<file path="config.mk">
export PLATFORM = sky130hd
export DESIGN_NAME = reg_wb_ctrl
export DESIGN_NICKNAME = d
export VERILOG_FILES = /design/src/rtl/reg_wb_ctrl.sv
export SDC_FILE = /design/constraint.sdc
export NUM_CORES = 1
export LEC_CHECK = 0
export CAP_MARGIN = 25
export CORE_MARGIN = 3
export CORE_UTILIZATION = 45
export DETAILED_ROUTE_END_ITERATION = 10
export GPL_TIMING_DRIVEN = 0
export PLACE_DENSITY_LB_ADDON = 0.08
export RECOVER_POWER = 50
export SYNTH_ARGS = -nofsm -noshare
export SYNTH_HDL_FRONTEND = slang
export SYNTH_SLANG_ARGS = --single-unit
</file>
<file path="constraint.sdc">
create_clock -name clk -period 6.4 [get_ports clk]
set_input_delay 0.96 -clock clk [delete_from_list [all_inputs] [get_ports clk]]
set_output_delay 0.96 -clock clk [all_outputs]
set_load 0.01 [all_outputs]
</file>
<file path="src/rtl/reg_wb_ctrl.sv">
// rtl/reg_wb_ctrl.sv - register-file writeback arbiter with load-return FIFO and load scoreboard
module reg_wb_ctrl #(
    parameter int LDQ_DEPTH = 4
) (
    input  logic        clk,
    input  logic        reset,
    input  logic        alu_valid,
    input  logic [1:0]  alu_thread,
    input  logic [3:0]  alu_rd,
    input  logic [31:0] alu_data,
    output logic        alu_ready,
    input  logic        ld_valid,
    input  logic [1:0]  ld_thread,
    input  logic [3:0]  ld_rd,
    input  logic [31:0] ld_data,
    output logic        ld_ready,
    input  logic        iss_valid,
    input  logic [1:0]  iss_thread,
    input  logic [3:0]  iss_rd,
    input  logic [1:0]  q_thread,
    input  logic [3:0]  q_rs,
    input  logic [3:0]  q_rt,
    output logic        q_stall,
    output logic        wena,
    output logic [1:0]  w_thread,
    output logic [3:0]  waddr,
    output logic [31:0] wdata,
    output logic [2:0]  ldq_count,
    output logic        err_sticky
);
    localparam int PW = (LDQ_DEPTH > 1) ? $clog2(LDQ_DEPTH) : 1;
    localparam int CW = PW + 1;

    // Entry layout: {thread[37:36], rd[35:32], data[31:0]}
    logic [37:0]   ldq_mem [LDQ_DEPTH];
    logic [PW-1:0] wr_ptr;
    logic [PW-1:0] rd_ptr;
    logic [CW-1:0] count;
    logic [63:0]   pending;

    logic          full;
    logic          empty;
    logic [37:0]   head;
    logic          alu_acc;
    logic          ld_acc;
    logic          pop;
    logic          win_valid;
    logic [1:0]    win_thread;
    logic [3:0]    win_rd;
    logic [31:0]   win_data;
    logic          set_en;
    logic          err_set;
    logic [63:0]   pending_next;

    always_comb begin
        full       = (count == CW'(LDQ_DEPTH));
        empty      = (count == '0);
        head       = ldq_mem[rd_ptr];
        ld_ready   = !full;
        alu_ready  = !full;
        alu_acc    = alu_valid && !full;
        ld_acc     = ld_valid && !full;
        // Head is popped when full, or when no ALU result competes for the port.
        pop        = full || (!alu_valid && !empty);
        win_valid  = alu_acc || pop;
        win_thread = alu_acc ? alu_thread : head[37:36];
        win_rd     = alu_acc ? alu_rd     : head[35:32];
        win_data   = alu_acc ? alu_data   : head[31:0];
        set_en     = iss_valid && (iss_rd != 4'd0);
        err_set    = (set_en && pending[{iss_thread, iss_rd}])
                  || (alu_acc && pending[{alu_thread, alu_rd}]);
        pending_next = pending;
        if (pop)
            pending_next[{head[37:36], head[35:32]}] = 1'b0;
        // Set is applied after clear so it wins on a collision.
        if (set_en)
            pending_next[{iss_thread, iss_rd}] = 1'b1;
        q_stall    = ((q_rs != 4'd0) && pending[{q_thread, q_rs}])
                  || ((q_rt != 4'd0) && pending[{q_thread, q_rt}]);
        ldq_count  = 3'(count);
    end

    always_ff @(posedge clk) begin
        if (!reset && ld_acc)
            ldq_mem[wr_ptr] <= {ld_thread, ld_rd, ld_data};
    end

    always_ff @(posedge clk) begin
        if (reset) begin
            wr_ptr     <= '0;
            rd_ptr     <= '0;
            count      <= '0;
            pending    <= '0;
            wena       <= 1'b0;
            w_thread   <= '0;
            waddr      <= '0;
            wdata      <= '0;
            err_sticky <= 1'b0;
        end else begin
            if (ld_acc)
                wr_ptr <= wr_ptr + PW'(1);
            if (pop)
                rd_ptr <= rd_ptr + PW'(1);
            if (ld_acc && !pop)
                count <= count + CW'(1);
            else if (!ld_acc && pop)
                count <= count - CW'(1);
            pending <= pending_next;
            wena    <= win_valid && (win_rd != 4'd0);
            if (win_valid) begin
                w_thread <= win_thread;
                waddr    <= win_rd;
                wdata    <= win_data;
            end
            if (err_set)
                err_sticky <= 1'b1;
        end
    end
endmodule

</file>
[Word-level counts from Yosys, hierarchy flattened]
Memories as Yosys holds them, arrays and structs flattened. A register that Yosys moved wholly into a read port is not among the register bits.
Cells that the tools add are included.
Storage, ports and cells
  ROM bits: 0
  output and inout port bits: 46
  word-level logic and storage cells: 78
  bits in latches: 0
  bits in writable memories: 152
  bits in registers: 111
  memories: 1
Memories
  ldq_mem: words 4, width 38, read ports 1, clocked after memory_dff 1, write ports 1, RTL line 35  | logic [37:0] ldq_mem [LDQ_DEPTH];
Cells by class
  bitwise operators: 3
  add/sub/neg operators: 4
  shift-type cells: 0
  order comparisons: 7
  equal/unequal tests: 1
  multipliers: 0
  reductions and logical operators: 30
  divide/modulo/power cells: 0
  muxes and demuxes: 23
Operator list (number)
  $mux 64: 2
  $and 64x64->64: 1
  $not 64->64: 1
  $or 64x64->64: 1
  $lt 6x7->1 const B: 5
  $mux 32: 1
  $bmux 1 s6: 4
  $reduce_bool 4->1: 4
  $logic_and 1x1->1: 14
  $demux 1 s6: 2
  $ge 6x1->1 const B: 2
  $mux 1: 8
  $logic_not 1->1: 6
  $mux 2: 3
  $mux 3: 2
  $add 2x1->2 const B: 2
  $logic_or 1x1->1: 4
  $mux 4: 1
  $add 3x1->3 const B: 1
  $eq 3x3->1 const B: 1
  $logic_not 3->1: 1
  $sub 3x1->3 const B: 1
  $reduce_bool 2->1: 1

[Longest topological paths before layout]
Gate-level depths: netlist of the first run.
  depth after elaboration: 9
  gate-level depth with buffers: 10

[Worst setup path after synthesis of the first run]
Ideal clock, no wire load.
  path type: input to output
  start: input q_rs[1]
  end: output q_stall
  stages: 7
  slack: 2295 ps
  arrival: 3145 ps
  path through: clkbuf_1 -> clkbuf_1 -> mux4_2 -> mux4_2 -> nand4b_1 -> o21ai_0 -> or4_1
Between the ends
  cells in the longest elaborated chain, start to end: 4
Ends and longest elaborated chain
  start: declaration: RTL line 21  | input logic [3:0] q_rs,
  $bmux 1 s6: RTL line 78  | q_stall = ((q_rs != 4'd0) && pending[{q_thread, q_rs}])
  $mux 1 (implied by the code): RTL line 78
  $logic_and 1x1->1 (*): RTL line 78
  $logic_or 1x1->1 (*): RTL line 79  | || ((q_rt != 4'd0) && pending[{q_thread, q_rt}]);
  end: declaration: RTL line 23  | output logic q_stall,
Mark *: on every way between the ends. The rest lies on a longest branch, timed or not. The select of a mux whose other input is x is not followed.

[Worst setup path after layout of the first run]
Ends and elaborated chain as after synthesis.

==> results of run 1 <==
metrics by stage:
stage               setup WS (ns)  cells  util, %  hold slack (ns)  total power [W]
floorplan                    2.30    975        -            0.469          0.00284
global placement             1.49   1440     52.9            0.486          0.00337
detailed placement           1.46   1445     53.3            0.491          0.00338
CTS                          1.47   1499     57.1            0.500          0.00512
global route                 1.33   1500     56.9            0.512          0.00530
finish                       1.49   1500     56.9            0.493          0.00506
placed cells by master (no fill, tap or decap), types with 5 or more instances in the layout:
| cell | instances |
|---|---|
| o21ai_1 | 62 |
| mux2i_1 | 24 |
| mux2_1 | 7 |
| a311oi_1 | 35 |
| mux4_2 | 77 |
| a21oi_1 | 73 |
| clkbuf_8 | 5 |
| buf_2 | 12 |
| dlygate4sd3_1 | 56 |
| mux4_1 | 16 |
| inv_1 | 11 |
| clkdlybuf4s50_1 | 74 |
| and2_1 | 5 |
| nor2_1 | 70 |
| dfxtp_1 | 113 |
| buf_1 | 6 |
| clkbuf_1 | 52 |
| nor2b_1 | 8 |
| a211oi_1 | 5 |
| o21ai_0 | 6 |
| ha_1 | 5 |
| nor3_1 | 7 |
| edfxtp_1 | 152 |
| nand2_1 | 161 |
| clkbuf_16 | 29 |
| nand2b_1 | 5 |
| nor3b_1 | 5 |
area by class of cell:
class,count,share of cell area (%)
Sequential cell,265,45.3
Multi-Input combinational cell,632,34.1
Timing Repair Buffer,135,8.89
Clock buffer,41,5.44
Tap cell,335,2.78
Buffer,65,1.97
Clock inverter,13,1.19
Inverter,13,0.324
Antenna cell,1,0.0166
worst register-to-register path, cell delays in order (launching register included):
cell	delay, ns
dfxtp_1	0.45
nor2_1	0.13
nand2_1	0.26
nand2_1	0.21
nor2_1	0.21
and2_0	0.64
clkbuf_1	1.48
routing by layer:
layer / vias to the layer above / routed length (microns)
met2: 410 / 16600
met5: - / 23
met4: 4 / 599
met1: 4503 / 15200
li1: 4099 / -
met3: 56 / 3550
sequential cells by signal (all words and copies together), names as in the netlist, 2 cells and up, named ones only:
register   count
ldq_mem      152
wdata         32
pending       64
ldq_count      3
w_thread       2
wr_ptr         2
rd_ptr         2
waddr          4
worst max-delay path by stage:
stage	startpoint	endpoint	slack, ns	cells after the start
finish	q_rs[1]	q_stall	1.49	8
detailed placement	q_rs[1]	q_stall	1.46	8
floorplan	q_rs[1]	q_stall	2.30	7
global placement	q_rs[1]	q_stall	1.49	8
CTS	q_rs[1]	q_stall	1.47	8
global route	q_rs[1]	q_stall	1.33	8
logic make-up after synthesis:
logic type               count (synthesis)  synth area share [%]
buffers and inverters                   78                  2.81
AO/OA/AOI/OAI                          207                  10.3
adder cells (fa/ha/maj)                  6                 0.671
AND/OR/NAND/NOR                        286                  9.90
multiplexers                           128                  20.5
XOR/XNOR                                 5                 0.356
flip-flops                             265                  55.5
power by group through the flow:
stage	logic [W]	clock network (W)	registers [W]
6_report	0.00127	0.00174	0.00205
3_3_place_gp	0.00129	0	0.00208
2_1_floorplan	0.000738	0	0.00210
3_5_place_dp	0.00131	0	0.00208
5_1_grt	0.00140	0.00184	0.00206
4_1_cts	0.00131	0.00176	0.00205
==> out/results.ini, run 1 <==
[power_and_ir_drop]
swShare_pct=29.5
p_leak_nw=5.15
ir_drop_v=0.000248
power_frac_comb_pct=25.2
p_clk_share_pct=34.3
power_density_nw_per_um2=335
p_seq_share_pct=40.5
power.switching_w=0.00149
p_int_w=0.00356

[finish]
multi_input_area_sq_um=5140
final_nets=1244
area_growth_pct=22.5
design_area_sq_um=15100
fillers=2190
final_layout_size_suffix_gt1_share_pct=12.6
seq_area_sq_um=6830

[setup_path]
r2r-end=ldq_mem[3][5]
cpMaxStageDelayCell=clkbuf_1
max_stage_delay_ns=0.54
crit_required_ns=5.44
critPathCaptureType=output pin
r2r_setup_slack_ns=2.59
critPathBufInv=3
r2r_start=ldq_count[0]
arrival_ns=3.95
r2r_cells=6
worstPathCellList=clkbuf_1 > clkbuf_1 > mux4_2 > mux4_2 > nand4b_1 > o21ai_0 > or4_1 > clkdlybuf4s50_1
crit_family=buffers and inverters
path_class=input port to output pin
worstPathMaxFanout=10
start_kind=input port

[cts]
clk_pin_slew_worst_paths_ns=0.06
hold_buffers=0
clk_latency_ns=0.56
clkSinkCount=265
post_cts_buffers=0
cts-htree-levels=1
cts_root_buffer=clkbuf_16
cts_tree=built
clock_path_buffers=3
ctsResizeCount=0
cts_buffers=29

[run_status]
outcome=finished, violations left
violations=capacitance limit, slew limit

[floorplanning]
fp.dieW_microns=171
coreArea_sq_um=26500
row_count=59
die_h_microns=171
die_area_sq_um=29400
initial_utilization_pct=46.4
io_pins=143

[synthesis]
yosysUniqueCellTypes=57
async_flop_share_pct=0
synth_top_flop_cell=edfxtp_1
ys_seq_elements=265
yosysTopAreaCellShare_pct=37.1
syn-num-nets=1078
synth_common_cells=161 x nand2_1, 152 x edfxtp_1, 113 x dfxtp_1
ys_warn_count=0
yosysMostFrequentCell=nand2_1
synth.area.top_cells=edfxtp_1 37%, dfxtp_1 18%, mux4_2 14%
synth-edff-count=152
yosysTopAreaCell=edfxtp_1
avgSynthCellArea_sq_um=12.6
synthCells=975
netlist_area_sq_um=12300
synth-seq-area-share_pct=55.5

[global_route]
busiest_layer=met2
grt_pass1_wl_microns=54000
met1_usage_pct=35.6
antenna_found_initial=3
grt_pass1_vias=8800
gr-total-overflow=0
met3_usage_pct=5.15
use_met2_pct=38.2
grt_use_total_pct=24.3
grt_max_degree=30

[place]
place_area_sq_um=14100
dp_hpwl_microns=25800
place_congestion=0.889
port_buffers=130

[timing]
min_period_over_period_pct=76.7
fmaxAchievable_mhz=204
fin_crit_ns=4.91
relSlewSlack_pct=-31.8
skew_ns=0.0111
finalMaxSlewViolations=90
tns_ns=0
worst_pin_slew_ns=1.98
finalSetupViolations=0
rsz0062_at_grt=no
hold_violations=0

[min_path]
hold_path_class=register to register
min-delay-start=wdata[4]
min_to=wdata[4]
hold_depth=2

[route]
drtIter0Drc=854
wl_per_cell_microns=24.0
routed_wl_microns=35900
firstDrtPassIters=5
via_count=9072
viasPerCell=6.05
detail-route-antenna-nets=0
drcViolationCount=0

[run]
cap_violations=3

No activity file was read; power rests on OpenSTA's default activity.
==> run 2: changes to the inputs <==
==> constraint.sdc (replaced) <==
create_clock -name clk -period 4.3 [get_ports clk]
set_input_delay 0.645 -clock clk [delete_from_list [all_inputs] [get_ports clk]]
set_output_delay 0.645 -clock clk [all_outputs]
set_load 0.01 [all_outputs]
==> run 2 against run 1 <==
  * The flow now finishes without violations
  * Critical path type unchanged
  * Combinational power up 49%
  * Non-clock buffer count unchanged
  * Worst setup slack worse by 1.3 ns
  * Largest cell class unchanged
==> out/results.ini, run 2 (synthesis results as in run 1) <==
[run_status]
outcome=finished clean

[finish]
multi_input_area_sq_um=5140
fin_util_pct=57.1
seq_area_sq_um=6830
most-common-layout-cells=161 x nand2_1, 152 x edfxtp_1, 113 x dfxtp_1
fillers=2183
reg_top3=ldq_mem (152), pending (64), wdata (32)
mostFrequentLayoutCell=nand2_1
design_area_sq_um=15100
largest-register=ldq_mem
final_layout_size_suffix_gt1_share_pct=13.0
largest_reg_flops=152
final_nets=1244
area_growth_pct=22.9

[power_and_ir_drop]
p_leak_nw=5.22
ir_drop_v=0.000365
power_density_nw_per_um2=497

[setup_path]
path_class=input port to output pin
max_stage_delay_ns=0.51
r2r_start=ldq_count[0]
startpoint=q_rs[1]
critPathCaptureType=output pin
arrival_ns=3.43
worstPathMaxFanout=10
cpMaxStageDelayCell=or4_1
crit_path_frequent_cell=mux4_2
start_kind=input port
crit_required_ns=3.65
worstPathCellList=clkbuf_1 > clkbuf_2 > mux4_2 > mux4_2 > nand4b_1 > o21ai_0 > or4_1 > clkdlybuf4s50_1

[timing]
relSlewSlack_pct=25.8
fin_crit_ns=4.08
setup_slack_ns=0.225
worst_pin_slew_ns=1.11
finalMaxSlewViolations=0
tns_ns=0
skew_ns=0.00850
min_period_over_period_pct=94.8
fmaxAchievable_mhz=245
rsz0062_at_grt=no
hold_violations=0
finalSetupViolations=0

[min_path]
hold_path_class=input port to register
min-delay-start=alu_rd[3]

[cts]
cts-htree-levels=1
clock_path_buffers=3
cts_buffers=29
clk_pin_slew_worst_paths_ns=0.06
hold_buffers=0
clkSinkCount=265
clk_latency_ns=0.56
ctsResizeCount=1
cts_tree=built
post_cts_buffers=0
cts_root_buffer=clkbuf_16

[run]
cap_violations=0

[route]
viasPerCell=6.06
routed_wl_microns=36100
firstDrtPassIters=5
via_count=9094
drcViolationCount=0
drtIter0Drc=891
detail-route-antenna-nets=0
wl_per_cell_microns=24.0

[floorplanning]
coreArea_sq_um=26500
fp.dieW_microns=171
row_count=59
io_pins=143
die_h_microns=171
die_area_sq_um=29400
initial_utilization_pct=46.4

[place]
place_area_sq_um=14100
dp_hpwl_microns=25800
pre_cts_ws_ns=-0.00768
place_congestion=0.889
port_buffers=130

[global_route]
gr-total-overflow=0
grt_pass1_wl_microns=54000
grt_use_total_pct=24.3
antenna_found_initial=2
grt_max_degree=30
grt_pass1_vias=8800

## run 2: power by group
part	leakage [nW]	switching [W]	internal [W]
Clock	0.493	0.00102	0.00157
Combinational	2.42	0.00109	0.000797
Sequential	2.30	0.000118	0.00292
Total	5.22	0.00223	0.00529
## run 2: worst paths after layout
check	to	slack, ns	cells after the start
hold reg to reg	wdata[31]	0.49	2
setup / recovery	q_stall	0.22	8
hold / removal	waddr[3]	0.48	3
setup reg to reg	ldq_mem[2][5]	1.66	6
## run 2: final cells by class
type                    count  area share, %
flip-flops and latches    265           45.1
clock inverters            13           1.19
well taps                 335           2.77
clock buffers              41           5.43
plain buffers              65           1.97
repair buffers            135           9.18
multi-input cells         632           34.0
diodes                      1         0.0165
inverters                  13          0.323
## run 2: critical path, delay by kind of cell
kind	cells	cell delay [ns]
AO/OA/AOI/OAI	1	0.07
multiplexers	2	0.83
AND/OR/NAND/NOR	2	0.61
buffers and inverters	3	1.26
## run 2: metrics by stage
step / hold slack, ns / power [W] / std cells
after floorplan: 0.469 / 0.00423 / 975
after global placement: 0.486 / 0.00501 / 1440
after detailed placement: 0.491 / 0.00504 / 1445
after CTS: 0.456 / 0.00762 / 1499
after global routing: 0.490 / 0.00787 / 1500
final: 0.481 / 0.00752 / 1500
## run 2: layer usage
layer  share of wire, %  up-vias  track usage, %  routed length, microns
met5              0.025        -               0                       9
met4                1.6        2            4.83                     575
met3                9.5       51            5.15                    3420
met2                 46      421            38.2                   16700
met1                 43     4520            35.6                   15400
li1                   -     4100               -                       -
